--- src/rtl/station_sequencer.sv ---
// Station A/B sequencer: debounced station detect, one XADC temperature read and
// window judge at A, electromagnet hold from A to B, servo drop pulse at B.
module station_sequencer #(
    parameter int DEBOUNCE_CYC    = 3,
    parameter int SCALE           = 68,
    parameter int TEMP_LO         = 20,
    parameter int TEMP_HI         = 30,
    parameter int SERVO_HOLD_CYC  = 10,
    parameter int ADC_TIMEOUT_CYC = 8
) (
    input  logic        ACLK,
    input  logic        ARESET,
    input  logic        trigger,
    input  logic [11:0] digitalTemp,
    input  logic        ready,
    output logic        adcRequest,
    output logic        correct,
    output logic        controlEM,
    output logic        controlServo,
    output logic        busy,
    output logic        fault,
    output logic [3:0]  stationCount
);

    typedef enum logic [2:0] {
        WAIT_A, REQ, JUDGE, LEAVE_A, WAIT_B, SERVO, LEAVE_B
    } state_t;

    localparam logic [7:0]  DB_LAST    = 8'(DEBOUNCE_CYC - 1);
    localparam logic [7:0]  ADC_LAST   = 8'(ADC_TIMEOUT_CYC - 1);
    localparam logic [7:0]  SERVO_LAST = 8'(SERVO_HOLD_CYC - 1);
    localparam logic [12:0] WIN_LO     = 13'(TEMP_LO * SCALE);
    localparam logic [12:0] WIN_HI     = 13'(TEMP_HI * SCALE);

    state_t      state_q, state_d;
    logic [1:0]  sync_q, sync_d;
    logic        trig_db_q, trig_db_d;
    logic [7:0]  db_cnt_q, db_cnt_d;
    logic [7:0]  cnt_q, cnt_d;
    logic [11:0] temp_q, temp_d;
    logic        correct_q, correct_d;
    logic        em_q, em_d;
    logic        fault_q, fault_d;
    logic [3:0]  station_q, station_d;
    logic        in_window;

    assign in_window = ({1'b0, temp_q} >= WIN_LO) && ({1'b0, temp_q} <= WIN_HI);

    always_comb begin
        state_d   = state_q;
        sync_d    = {sync_q[0], trigger};
        trig_db_d = trig_db_q;
        db_cnt_d  = 8'd0;
        cnt_d     = cnt_q;
        temp_d    = temp_q;
        correct_d = correct_q;
        em_d      = em_q;
        fault_d   = fault_q;
        station_d = station_q;

        // The run counter only advances while the synchronized input disagrees.
        if (sync_q[1] != trig_db_q) begin
            if (db_cnt_q == DB_LAST) begin
                trig_db_d = sync_q[1];
            end else begin
                db_cnt_d = db_cnt_q + 8'd1;
            end
        end

        case (state_q)
            WAIT_A: begin
                cnt_d = 8'd0;
                if (trig_db_q) state_d = REQ;
            end
            REQ: begin
                if (ready) begin
                    temp_d  = digitalTemp;
                    state_d = JUDGE;
                end else if (cnt_q == ADC_LAST) begin
                    fault_d   = 1'b1;
                    correct_d = 1'b0;
                    em_d      = 1'b0;
                    state_d   = LEAVE_A;
                end else begin
                    cnt_d = cnt_q + 8'd1;
                end
            end
            JUDGE: begin
                correct_d = in_window;
                em_d      = in_window;
                state_d   = LEAVE_A;
            end
            LEAVE_A: begin
                if (!trig_db_q) state_d = WAIT_B;
            end
            WAIT_B: begin
                cnt_d = 8'd0;
                if (trig_db_q) begin
                    if (correct_q) begin
                        em_d    = 1'b0;
                        state_d = SERVO;
                    end else begin
                        state_d = LEAVE_B;
                    end
                end
            end
            SERVO: begin
                if (cnt_q == SERVO_LAST) begin
                    state_d = LEAVE_B;
                end else begin
                    cnt_d = cnt_q + 8'd1;
                end
            end
            LEAVE_B: begin
                if (!trig_db_q) begin
                    station_d = station_q + 4'd1;
                    correct_d = 1'b0;
                    em_d      = 1'b0;
                    state_d   = WAIT_A;
                end
            end
            default: state_d = WAIT_A;
        endcase
    end

    always_ff @(posedge ACLK) begin
        if (ARESET) begin
            state_q   <= WAIT_A;
            sync_q    <= 2'b00;
            trig_db_q <= 1'b0;
            db_cnt_q  <= 8'd0;
            cnt_q     <= 8'd0;
            temp_q    <= 12'd0;
            correct_q <= 1'b0;
            em_q      <= 1'b0;
            fault_q   <= 1'b0;
            station_q <= 4'd0;
        end else begin
            state_q   <= state_d;
            sync_q    <= sync_d;
            trig_db_q <= trig_db_d;
            db_cnt_q  <= db_cnt_d;
            cnt_q     <= cnt_d;
            temp_q    <= temp_d;
            correct_q <= correct_d;
            em_q      <= em_d;
            fault_q   <= fault_d;
            station_q <= station_d;
        end
    end

    assign adcRequest   = (state_q == REQ);
    assign controlServo = (state_q == SERVO);
    assign busy         = (state_q != WAIT_A);
    assign correct      = correct_q;
    assign controlEM    = em_q;
    assign fault        = fault_q;
    assign stationCount = station_q;

endmodule

--- config.mk ---
export PLATFORM = sky130hd
export DESIGN_NAME = station_sequencer
export DESIGN_NICKNAME = d
export VERILOG_FILES = /design/src/rtl/station_sequencer.sv
export SDC_FILE = /design/constraint.sdc
export NUM_CORES = 1
export LEC_CHECK = 0
export ABC_AREA = 0
export CORE_MARGIN = 1.5
export CORE_UTILIZATION = 50
export CTS_BUF_LIST = sky130_fd_sc_hd__clkbuf_16
export DETAILED_ROUTE_END_ITERATION = 6
export PLACE_DENSITY = 0.73
export SLEW_MARGIN = 30
export SYNTH_ARGS = -nofsm -noshare
export SYNTH_HDL_FRONTEND = slang
export SYNTH_SLANG_ARGS = --single-unit
--- constraint.sdc ---
create_clock -name ACLK -period 4 [get_ports ACLK]
set_input_delay 1 -clock ACLK [delete_from_list [all_inputs] [get_ports ACLK]]
set_output_delay 1 -clock ACLK [all_outputs]
set_load 0.05 [all_outputs]
# ---- Word-level counts from Yosys, hierarchy flattened
# Cells that the tools add are included.
dict set report classes {
  n_mux 20
  eq_ne 21
  reduce_logical 16
  bitwise_logic 3
  addsub 3
  order_cmp 2
}
# cell count
set ops {}
lappend ops {{8-bit two-way mux} 3}
lappend ops {{8-bit case mux with 3 select lines} 1}
lappend ops {{3-bit two-way mux} 7}
lappend ops {{3-bit case mux with 7 select lines} 1}
lappend ops {{8-bit by 1-bit adder with 8-bit output (second input constant)} 2}
lappend ops {{2-bit != test (second input constant)} 8}
lappend ops {{12-bit by 11-bit >= comparator with 1-bit output (second input constant)} 1}
lappend ops {{12-bit by 11-bit <= comparator with 1-bit output (second input constant)} 1}
lappend ops {{6-bit AND reduction} 2}
lappend ops {{3-bit equality test (second input constant)} 3}
lappend ops {{3-bit nonzero test} 3}
lappend ops {{8-bit by 2-bit equality test with 1-bit output (second input constant)} 1}
lappend ops {{8-bit by 3-bit equality test with 1-bit output (second input constant)} 1}
lappend ops {{8-bit by 4-bit equality test with 1-bit output (second input constant)} 1}
lappend ops {{4-bit AND reduction} 2}
lappend ops {{3-bit by 2-bit equality test with 1-bit output (second input constant)} 2}
lappend ops {{2-bit AND reduction} 3}
lappend ops {{1-bit two-way mux} 5}
lappend ops {{4-bit by 1-bit adder with 4-bit output (second input constant)} 1}
lappend ops {{2-bit by 1-bit != test with 1-bit output (second input constant)} 2}
lappend ops {{1-bit case mux with 4 select lines} 1}
lappend ops {{4-bit nonzero test} 1}
lappend ops {{3-bit by 1-bit equality test with 1-bit output (second input constant)} 1}
lappend ops {{3-bit zero test} 1}
lappend ops {{9 further kinds} 11}
dict set report word_totals {
  regBits 41
}

# ---- Longest topological paths before layout
dict set report logic_depth {
  word_depth 4
  mapped_depth 6
  ltp_nobuf 6
}

# ---- Least setup slack after synthesis
# Ideal clock, no wire load.
dict set report synth_path {
  path_kind {reg-to-output}
  startpoint {register state_q[0]}
  endpoint {output adcRequest}
  arrival_time_ps 1718
  slack_ps 1282
  path_stages_with_launch 2
  path_cell_list {dfxtp_1 nor3b_1}
}
dict set report synth_via {
  elab_chain_len 1
}
# element line
set synth_rtl {}
lappend synth_rtl {{start: declaration} 35} ;# state_t state_q, state_d;
lappend synth_rtl {{start signal: assignment} 139} ;# state_q <= state_d;
lappend synth_rtl {{3-bit by 1-bit equality test with 1-bit output} 152} ;# assign adcRequest = (state_q == REQ);
lappend synth_rtl {{end: declaration} 16} ;# output logic adcRequest,
# No other way between the ends.

# ---- Worst setup path in the final report
# Same ends and word-level chain as after synthesis.

==> reports/metrics.yaml <==
synthesis:
  synthSimpleGateAreaFrac: 0.267
  synthFlopType: "dfxtp_1"
  syn_inst: 236
  synth_top_area_frac: 0.418
  synth_xor_area_frac: 0.0579
  muxShareOfSynthArea: 0.0159
  synth_warnings: 0
  synth_top_family_by_area: "simple AND/OR/NAND/NOR gates"
  ys_types: 47
  synth_compound_area_frac: 0.165
  synth_area_leaders: "dfxtp_1 42%, nand2_1 6.1%, a21oi_1 5.9%"
  synth_area_um2: 1970
  yosys.area.top_type: "dfxtp_1"
  syn_area_per_cell_um2: 8.33
  synthArstFlopShare: 0
  syn-num-nets: 257
  synth_edf_count: 0
  ys_ff_latch: 41
  synth_fa_ha_area_frac: 0.0318
  ys_seq_area_frac: 0.418
routing:
  ant_nets: 0
  drt_pre_antenna_iters: 4
  drc: 0
  wl_per_cell_um: 13.4
  via_per_inst: 5.61
  wl_mm: 4.10
  vias: 1721
  drt_iter0_drc: 101
setup_path:
  cp_max_fo: 17
  required_ns: 3.00
  slowest_delay_ns: 0.89
  cpMaxStageDelayCell: "clkdlybuf4s50_1"
  r2r_cells: 5
  end_kind: "primary output"
  regToRegStartpoint: "state_q[1]$_SDFFE_PP0P_"
  reg2reg_to: "stationCount[3]$_SDFFE_PP0P_"
  crit_arrival_ns: 2.26
  path_cells: "nor3b_1, clkdlybuf4s50_1"
  reg2reg_slack_ns: 2.00
  cp-start-kind: "flop"
  path_class: "flop to primary output"
min_path:
  min_path_cells: 1
  hold_end: "sync_q[1]$_SDFF_PP0_"
  hold_path.startpoint: "sync_q[0]$_SDFF_PP0_"
  hold_path.class: "flop to flop"
pwr:
  pwr-share-comb: 0.163
  swShare: 0.258
  power_leakage_nw: 0.842
  power_density_nw_per_um2: 477
  seq_power_share: 0.390
  clockPowerShare: 0.446
  p_int_w: 0.000864
  ir_drop_v: 0.000291
  power_switching_w: 0.000301
place:
  port_buffers: 25
  globalplace.congestion: 0.868
  place_hpwl_mm: 2.88
  dpl-instance-area_um2: 2240
timing:
  setup_viol: 0
  worst_pin_slew_ns: 0.885
  hold_viol_final: 0
  rsz0062_at_grt: "no"
  fin_skew_ns: 0.00555
  holdWs_ns: 0.446
  fin_tns_setup_ns: 0
  period_share: 0.815
  finalMaxSlewViolations: 0
  clock.fmax_mhz: 307
  slew_headroom: 0.402
  finalCriticalPeriod_ns: 3.26
global_route:
  grt_overflow: 0
  first_global_vias: 1532
  grt_antenna_before_repair: 0
  track_usage: 0.210
  grt_max_degree: 23
  grt_pass1_wl_mm: 7.10
floorplanning:
  fp.dieW_um: 65.7
  fp.dieH_um: 65.7
  core_area_um2: 3720
  fp-row-count: 22
  io_pins: 26
  start_util: 0.529
  dieArea_um2: 4320
layout:
  layout-drive-gt1-share: 0.0734
  area_growth_pct: 24.2
  finish.utilization: 0.657
  num_antenna_cells: 0
  stdcell_area_um2: 2440
  mostFrequentLayoutCells: "41 x dfxtp_1, 32 x nand2_1, 25 x clkdlybuf4s50_1, 23 x a21oi_1, 22 x nor2_1"
  fin_nets: 279
  layout_commonest_cell: "dfxtp_1"
clock_network:
  htree_num_levels: 2
  cts_hold_buf: 0
  cts_resized: 0
  clock_sinks: 41
  path_clk_slew_ns: 0.06
  cts_tree: "yes"
  post_cts_buffers: 0
  cts_buffers: 5
  root_buffer: "clkbuf_16"
  worstSkewPairLatency_ns: 0.28
  clock_path_buffers: 2
outcome:
  run_status: "completed"
flow_run:
  cap_violations: 0
state kept, by name, summed over array words and instances, names as in the netlist:
name,cells
cnt_q,8
controlEM,1
correct,1
db_cnt_q,8
fault,1
state_q,3
stationCount,4
sync_q,2
temp_q,12
trig_db_q,1
worst max-delay path: cells and delay by family, from the launching register on:
kind                   cells  cell delay, ns
DFF                        1            0.63
buffers and inverters      1            0.89
and+or+nand+nor            1            0.46
synthesized netlist by cell type (3+ instances only):
cell type / count
nand2_1: 32
or3_1: 3
nor3_1: 6
xor2_1: 8
clkbuf_1: 10
xnor2_1: 5
a211oi_1: 3
a31oi_1: 3
a21oi_1: 23
nand3_1: 10
nand4_1: 3
nor2_1: 22
inv_1: 10
or4_1: 3
dfxtp_1: 41
nand2b_1: 3
ha_1: 5
o21a_1: 3
nand3b_1: 3
o21ai_0: 5
power by group through the flow:
stage / Combinational, W / Clock (W) / Sequential, W
5_1_grt: 0.000212 / 0.000548 / 0.000459
3_3_place_gp: 0.000187 / 0 / 0.000461
4_1_cts: 0.000192 / 0.000526 / 0.000454
3_5_place_dp: 0.000190 / 0 / 0.000464
6_report: 0.000190 / 0.000520 / 0.000455
2_1_floorplan: 0.000149 / 0 / 0.000449
final cells by class:
cell class / count / area, um^2
clock buffers: 5 / 125
clock inverters: 3 / 68.8
fillers: 329 / 1270
inverters: 10 / 37.5
multi-input cells: 173 / 1060
flip-flops and latches: 41 / 821
well taps: 48 / 60.1
repair buffers: 27 / 265
cells by family after synthesis:
family	Yosys count
and+or+nand+nor	103
AOI/OAI and AO/OA	49
DFF	41
buffers and inverters	22
xor gates and xnor gates	13
adders and majority gates	5
muxes	3
per-stage QoR:
step                      power (W)  setup WS [ns]  cells
final                       0.00116          0.740    307
after CTS                   0.00117          0.723    307
after floorplan            0.000599           1.28    236
after detailed placement   0.000653           1.02    299
after global routing        0.00122          0.617    307
after global placement     0.000648           1.14    299
how the worst max path moves through the flow:
stage | from | end | cells past startpoint
2_1_floorplan | state_q[0]$_SDFFE_PP0P_ | adcRequest | 1
3_3_place_gp | state_q[0]$_SDFFE_PP0P_ | adcRequest | 2
3_5_place_dp | state_q[0]$_SDFFE_PP0P_ | adcRequest | 2
4_1_cts | state_q[0]$_SDFFE_PP0P_ | adcRequest | 2
5_1_grt | state_q[0]$_SDFFE_PP0P_ | adcRequest | 2
6_report | state_q[0]$_SDFFE_PP0P_ | adcRequest | 2
per-layer routing:
layer / global-route usage / vias to the layer above / part of all wire
met4: 0.0625 / 0 / 0.012
met3: 0.0582 / 6 / 0.039
met2: 0.330 / 28 / 0.46
li1: - / 871 / -
met5: 0 / - / 0
met1: 0.280 / 816 / 0.49
Power figures use the tool's default switching activity.
==> RTL change 1 (config.mk and constraints unchanged) <==
The 7 states of `state_t` get a one-hot encoding in 7 bits.
--- a/src/rtl/station_sequencer.sv
+++ b/src/rtl/station_sequencer.sv
@@ -22,8 +22,8 @@
     output logic [3:0]  stationCount
 );
 
-    typedef enum logic [2:0] {
-        WAIT_A, REQ, JUDGE, LEAVE_A, WAIT_B, SERVO, LEAVE_B
+    typedef enum logic [6:0] {
+        WAIT_A = 7'b0000001, REQ = 7'b0000010, JUDGE = 7'b0000100, LEAVE_A = 7'b0001000, WAIT_B = 7'b0010000, SERVO = 7'b0100000, LEAVE_B = 7'b1000000
     } state_t;
 
     localparam logic [7:0]  DB_LAST    = 8'(DEBOUNCE_CYC - 1);
Check against the original RTL: same outputs for any inputs over 10 cycles, from zero or initial values and one cycle with ARESET high; not proved beyond that.
==> RTL change 1 against the original RTL <==
Maximum frequency is 8.9% lower. Total power down 5.0%. Routed wire length increased by 18%. Worst setup slack worse by 0.32 ns. Sequential share of layout area up 0.56 points. Count of clock-buffer cells in the layout unchanged. Sequential power grew 5.5%. Synthesized cell count rose by 13%. Sequential cell count increased by 4. Clock power shrank 27%. Synthesized area up 14%. Clock skew shrank 0.0035 ns. Design area is 7.9% higher.
==> RTL change 1: results (changes against the original RTL) <==
Die
  – Core Rows: 24 (+9.1%)

Place
  – Placed insts: 332 (+11%)
  – Setup WS pre-CTS: 0.7895 ns (-0.2348 ns)
  – Area after DPL: 0.002502 mm² (+12%)
  – Dpl hpwl: 3377 µm (+17%)
  – Final GP Congestion: 0.8719 (+0.45%)

Final layout
  – Multi-input combinational area share: 47.06% (+3.5 points)
  – Buffer share of cell area: 10.07% (-0.80 points)
  – #MultiIn Comb: 200 (+16%)
  – Nets: 308 (+10%)
  – Area occupied by multi-input gates: 0.001240 mm² (+17%)
  – Register Area: 900.9 µm² (+9.8%)
  – Layout cell share with drive strength beyond 1: 7.666% (+0.33 points)
  – Clock buf/inv share: 5.033% (-2.9 points)
  – Layout Cells excl Fill: 339 (+10%)
  – Inverter count: 8 (-2)
  – Final-layout fill cell count: 393 (+19%)

Logic synthesis
  – Syn Nets: 287 (+12%)
  – Synth Area in Adders: 2.793% (-0.39 points)
  – Register bit total from synthesis: 45 (+9.8%)
  – Commonest cells post-synth: 45 x dfxtp_1, 30 x nand2_1, 27 x nor2_1, 22 x a21oi_1, 21 x nand3_1
  – Post-Synth XOR/XNOR Area: 4.693% (-1.1 points)
  – Netlist cell types: 54 (+15%)
  – Synth top area cells: dfxtp_1 40%, nand2_1 5.0%, a21oi_1 4.9%
  – Cells after synthesis: 266 (+13%)

GRT
  – Total GRT Usage: 20.69% (-0.32 points)
  – Number of global-route vias before repair: 1,783 (+16%)
  – Global-route wire length before repair: 8100 µm (+14%)
  – Largest net degree at the start of global routing: 36 (+57%)

Setup path
  – CP max stage delay: 0.84 ns (-0.05 ns)
  – FF-to-FF path depth: 7 (+2)
  – Worst path arrival time: 2.58 ns (+0.32 ns)
  – Reg-to-Reg End: state_q[0]
  – R2R Setup Slk: 1.63 ns (-0.37 ns)
  – CP max FO: 8 (-9)
  – Worst R2R Start: state_q[4]

Hold path
  – Worst Min Path Start: temp_q[10]
  – Hold Crit Endpoint: temp_q[10]
  – Hold Path Cell Cnt: 2 (+1)

Power
  – Logic pwr share: 22.4% (+6.1 points)
  – Switch share: 30.02% (+4.2 points)
  – Seq pwr share: 43.4% (+4.4 points)
  – Peak VDD IR: 322.1 µV (+11%)

Drt
  – Vias/cell: 5.829 (+4.0%)
  – 1st-iter DRT viols: 133 (+32%)
  – DRT Wirelength: 4834 µm (+18%)

Run status
  – Status: finished clean

STA
  – Worst-Margin Slew: 0.5499 ns (-0.3351 ns)
RTL change 1: metal layers:
| metal | global-route usage, % | routed length (µm) | vias to the layer above | share of wire (%) |
|---|---|---|---|---|
| li1 | - | - | 997 | - |
| met1 | 27.37 | 2299 | 920 | 48 |
| met2 | 31.64 | 2206 | 52 | 46 |
| met3 | 5.916 | 241 | 7 | 5.0 |
| met4 | 8.761 | 87 | 0 | 1.8 |
| met5 | 0 | 0 | - | 0 |
RTL change 1: how the worst max path moves through the flow:
| stage | startpoint | endpoint | slack [ns] | cells after the start |
|---|---|---|---|---|
| finish | state_q[0] | controlServo | 0.42 | 4 |
| global route | state_q[0] | controlServo | 0.30 | 4 |
| CTS | state_q[4] | adcRequest | 0.48 | 4 |
| detailed placement | state_q[4] | adcRequest | 0.79 | 4 |
| global placement | state_q[4] | adcRequest | 0.80 | 4 |
| floorplan | state_q[4] | adcRequest | 1.15 | 6 |
==> RTL change 2 (same flow settings) <==
Made on the original files. `TEMP_LO`: 20 -> 15.
--- a/src/rtl/station_sequencer.sv
+++ b/src/rtl/station_sequencer.sv
@@ -3,7 +3,7 @@
 module station_sequencer #(
     parameter int DEBOUNCE_CYC    = 3,
     parameter int SCALE           = 68,
-    parameter int TEMP_LO         = 20,
+    parameter int TEMP_LO         = 15,
     parameter int TEMP_HI         = 30,
     parameter int SERVO_HOLD_CYC  = 10,
     parameter int ADC_TIMEOUT_CYC = 8
Behaviour: not the same (a bounded check fails within 10 cycles, from zero or initial values and one cycle with ARESET high).
==> RTL change 2 against the original RTL <==
Synthesized area grew 0.76%. Routed wire length shrank 8.5%. Worst setup slack gained 0.18 ns. Non-clock buffer count down 1. Via count decreased by 2.5%. Utilization down 1.6 points. Maximum frequency rose by 5.9%. Sequential cell count is the same. Total power is 11% lower. Clock power shrank 26%. Design area is 1.7% lower. Final cell count unchanged. Highest routed layer unchanged.
==> RTL change 2: results (changes against the original RTL) <==
Run status
  – Status: finished clean

Final layout
  – Top flop regs: temp_q (12), cnt_q (8), db_cnt_q (8)
  – Antenna Cells: 0 (unchanged)
  – Largest register FFs: 12 (unchanged)
  – Nets: 279 (unchanged)
  – Layout cell share with drive strength beyond 1: 6.564% (-0.77 points)
  – Final-layout fill cell count: 340 (+3.3%)

Clock tree
  – Resized Gates After CTS: 0 (unchanged)
  – CTS Buffer Depth: 2 (unchanged)
  – Root cell of the clock tree: clkbuf_16
  – Clk Latency, worst-skew pair: 0.28 ns (about the same)
  – Post-CTS setup buffers: 0 (unchanged)
  – Worst-path clk slew: 0.06 ns (about the same)
  – TritonCTS buffer count: 5 (unchanged)

Logic synthesis
  – Syn Nets: 257 (unchanged)
  – Multiplexer share of the synthesized area: 1.579% (-0.012 points)
  – Post-Synth XOR/XNOR Area: 4.422% (-1.4 points)
  – Commonest cells post-synth: 41 x dfxtp_1, 34 x nand2_1, 22 x a21oi_1, 18 x nor2_1, 15 x nand3_1
  – Sequential area share after synthesis: 41.44% (-0.32 points)
  – Synth Area in Adders: 3.664% (+0.48 points)
  – Primary FF master, synth: dfxtp_1
  – Post-synthesis compound-gate area fraction: 17.06% (+0.51 points)
  – Synth top area cells: dfxtp_1 41%, nand2_1 6.4%, a21oi_1 5.6%
  – Netlist cell types: 51 (+8.5%)
  – Cells after synthesis: 236 (unchanged)
  – YS warnings: 0 (unchanged)
  – Post-synth ARST share: 0% (unchanged)

STA
  – Worst-Margin Slew: 0.5718 ns (-0.3132 ns)
  – Skew final: 0.002948 ns (-0.002600 ns)

Drt
  – Via count: 1,678 (-2.5%)
  – 1st-iter DRT viols: 110 (+8.9%)
  – DR pass1 iterations: 4 (unchanged)
  – DRT Wirelength: 3751 µm (-8.5%)
  – WL per Instance: 12.22 µm (-8.5%)

GRT
  – Number of global-route vias before repair: 1,512 (-1.3%)
  – Met2 GRT Util: 31.69% (-1.3 points)
  – Global-route wire length before repair: 6582 µm (-7.3%)
  – Met3 GRT Util: 4.429% (-1.4 points)
  – Total GRT Usage: 19.58% (-1.4 points)
  – Largest net degree at the start of global routing: 24 (+4.3%)
  – Met1 usage: 25.08% (-2.9 points)
  – Initial antenna violation count: 0 (unchanged)

Setup path
  – Worst R2R Start: state_q[1]
  – Worst setup path end: adcRequest
  – FF-to-FF path depth: 4 (-1)
  – CP max FO: 15 (-2)
  – Worst Setup SP: state_q[0]
  – R2R Setup Slk: 2.12 ns (+0.12 ns)
  – Reg-to-Reg End: cnt_q[4]

Hold path
  – Worst hold path class: reg -> reg

Power
  – Peak VDD IR: 260.0 µV (-11%)
  – Static Leak: 0.8166 nW (-3.0%)

Place
  – Final GP Congestion: 0.8306 (-4.3%)
  – Dpl hpwl: 2616 µm (-9.3%)
  – Placed insts: 299 (unchanged)
  – I/O Buffers: 25 (unchanged)
==> RTL change 2: per-stage QoR <==
stage                     instance area [µm²]  util (%)  hold slack, ns  worst slack, ns
after floorplan                          1981         -          0.4138            1.840
after global placement                   2255     60.23          0.4183            1.272
after detailed placement                 2255     60.23          0.4362            1.238
after CTS                                2399     64.07          0.4523           0.9274
after global routing                     2399     64.07          0.4749           0.8191
final                                    2399     64.07          0.4447           0.9209
==> RTL change 2: how the worst min path moves through the flow <==
stage                     startpoint  cells past startpoint        end
after CTS                  sync_q[0]                      1  sync_q[1]
after global routing       temp_q[5]                      2  temp_q[5]
after floorplan            sync_q[0]                      1  sync_q[1]
after global placement     sync_q[0]                      1  sync_q[1]
final                      sync_q[0]                      1  sync_q[1]
after detailed placement   sync_q[0]                      1  sync_q[1]
==> RTL change 2: cell type report <==
class | instances | area [µm²] | share of cell area, %
multi-input cells | 174 | 1079 | 44.97
flip-flops and latches | 41 | 820.8 | 34.22
repair buffers | 26 | 257.7 | 10.75
clock buffers | 5 | 125.1 | 5.216
well taps | 48 | 60.06 | 2.504
inverters | 10 | 37.54 | 1.565
clock inverters | 3 | 18.77 | 0.7825
==> RTL change 2: per-layer routing <==
metal / vias to the layer above / part of all wire (%)
met5: - / 0
met4: 0 / 1.7
met3: 6 / 4.5
met2: 29 / 46
met1: 767 / 48
li1: 876 / -
==> RTL change 2: power by group <==
part / leakage [nW] / total [mW] / switching (mW) / internal, mW
Clock: 0.0672 / 0.385 / 0.157 / 0.228
Combinational: 0.418 / 0.196 / 0.116 / 0.0799
Sequential: 0.331 / 0.455 / 0.0270 / 0.428
==> RTL change 2: worst max-delay path, stage by stage (launching register included) <==
cell	delay [ns]
dfxtp_1	0.57
nor3b_2	0.37
clkdlybuf4s50_1	0.86
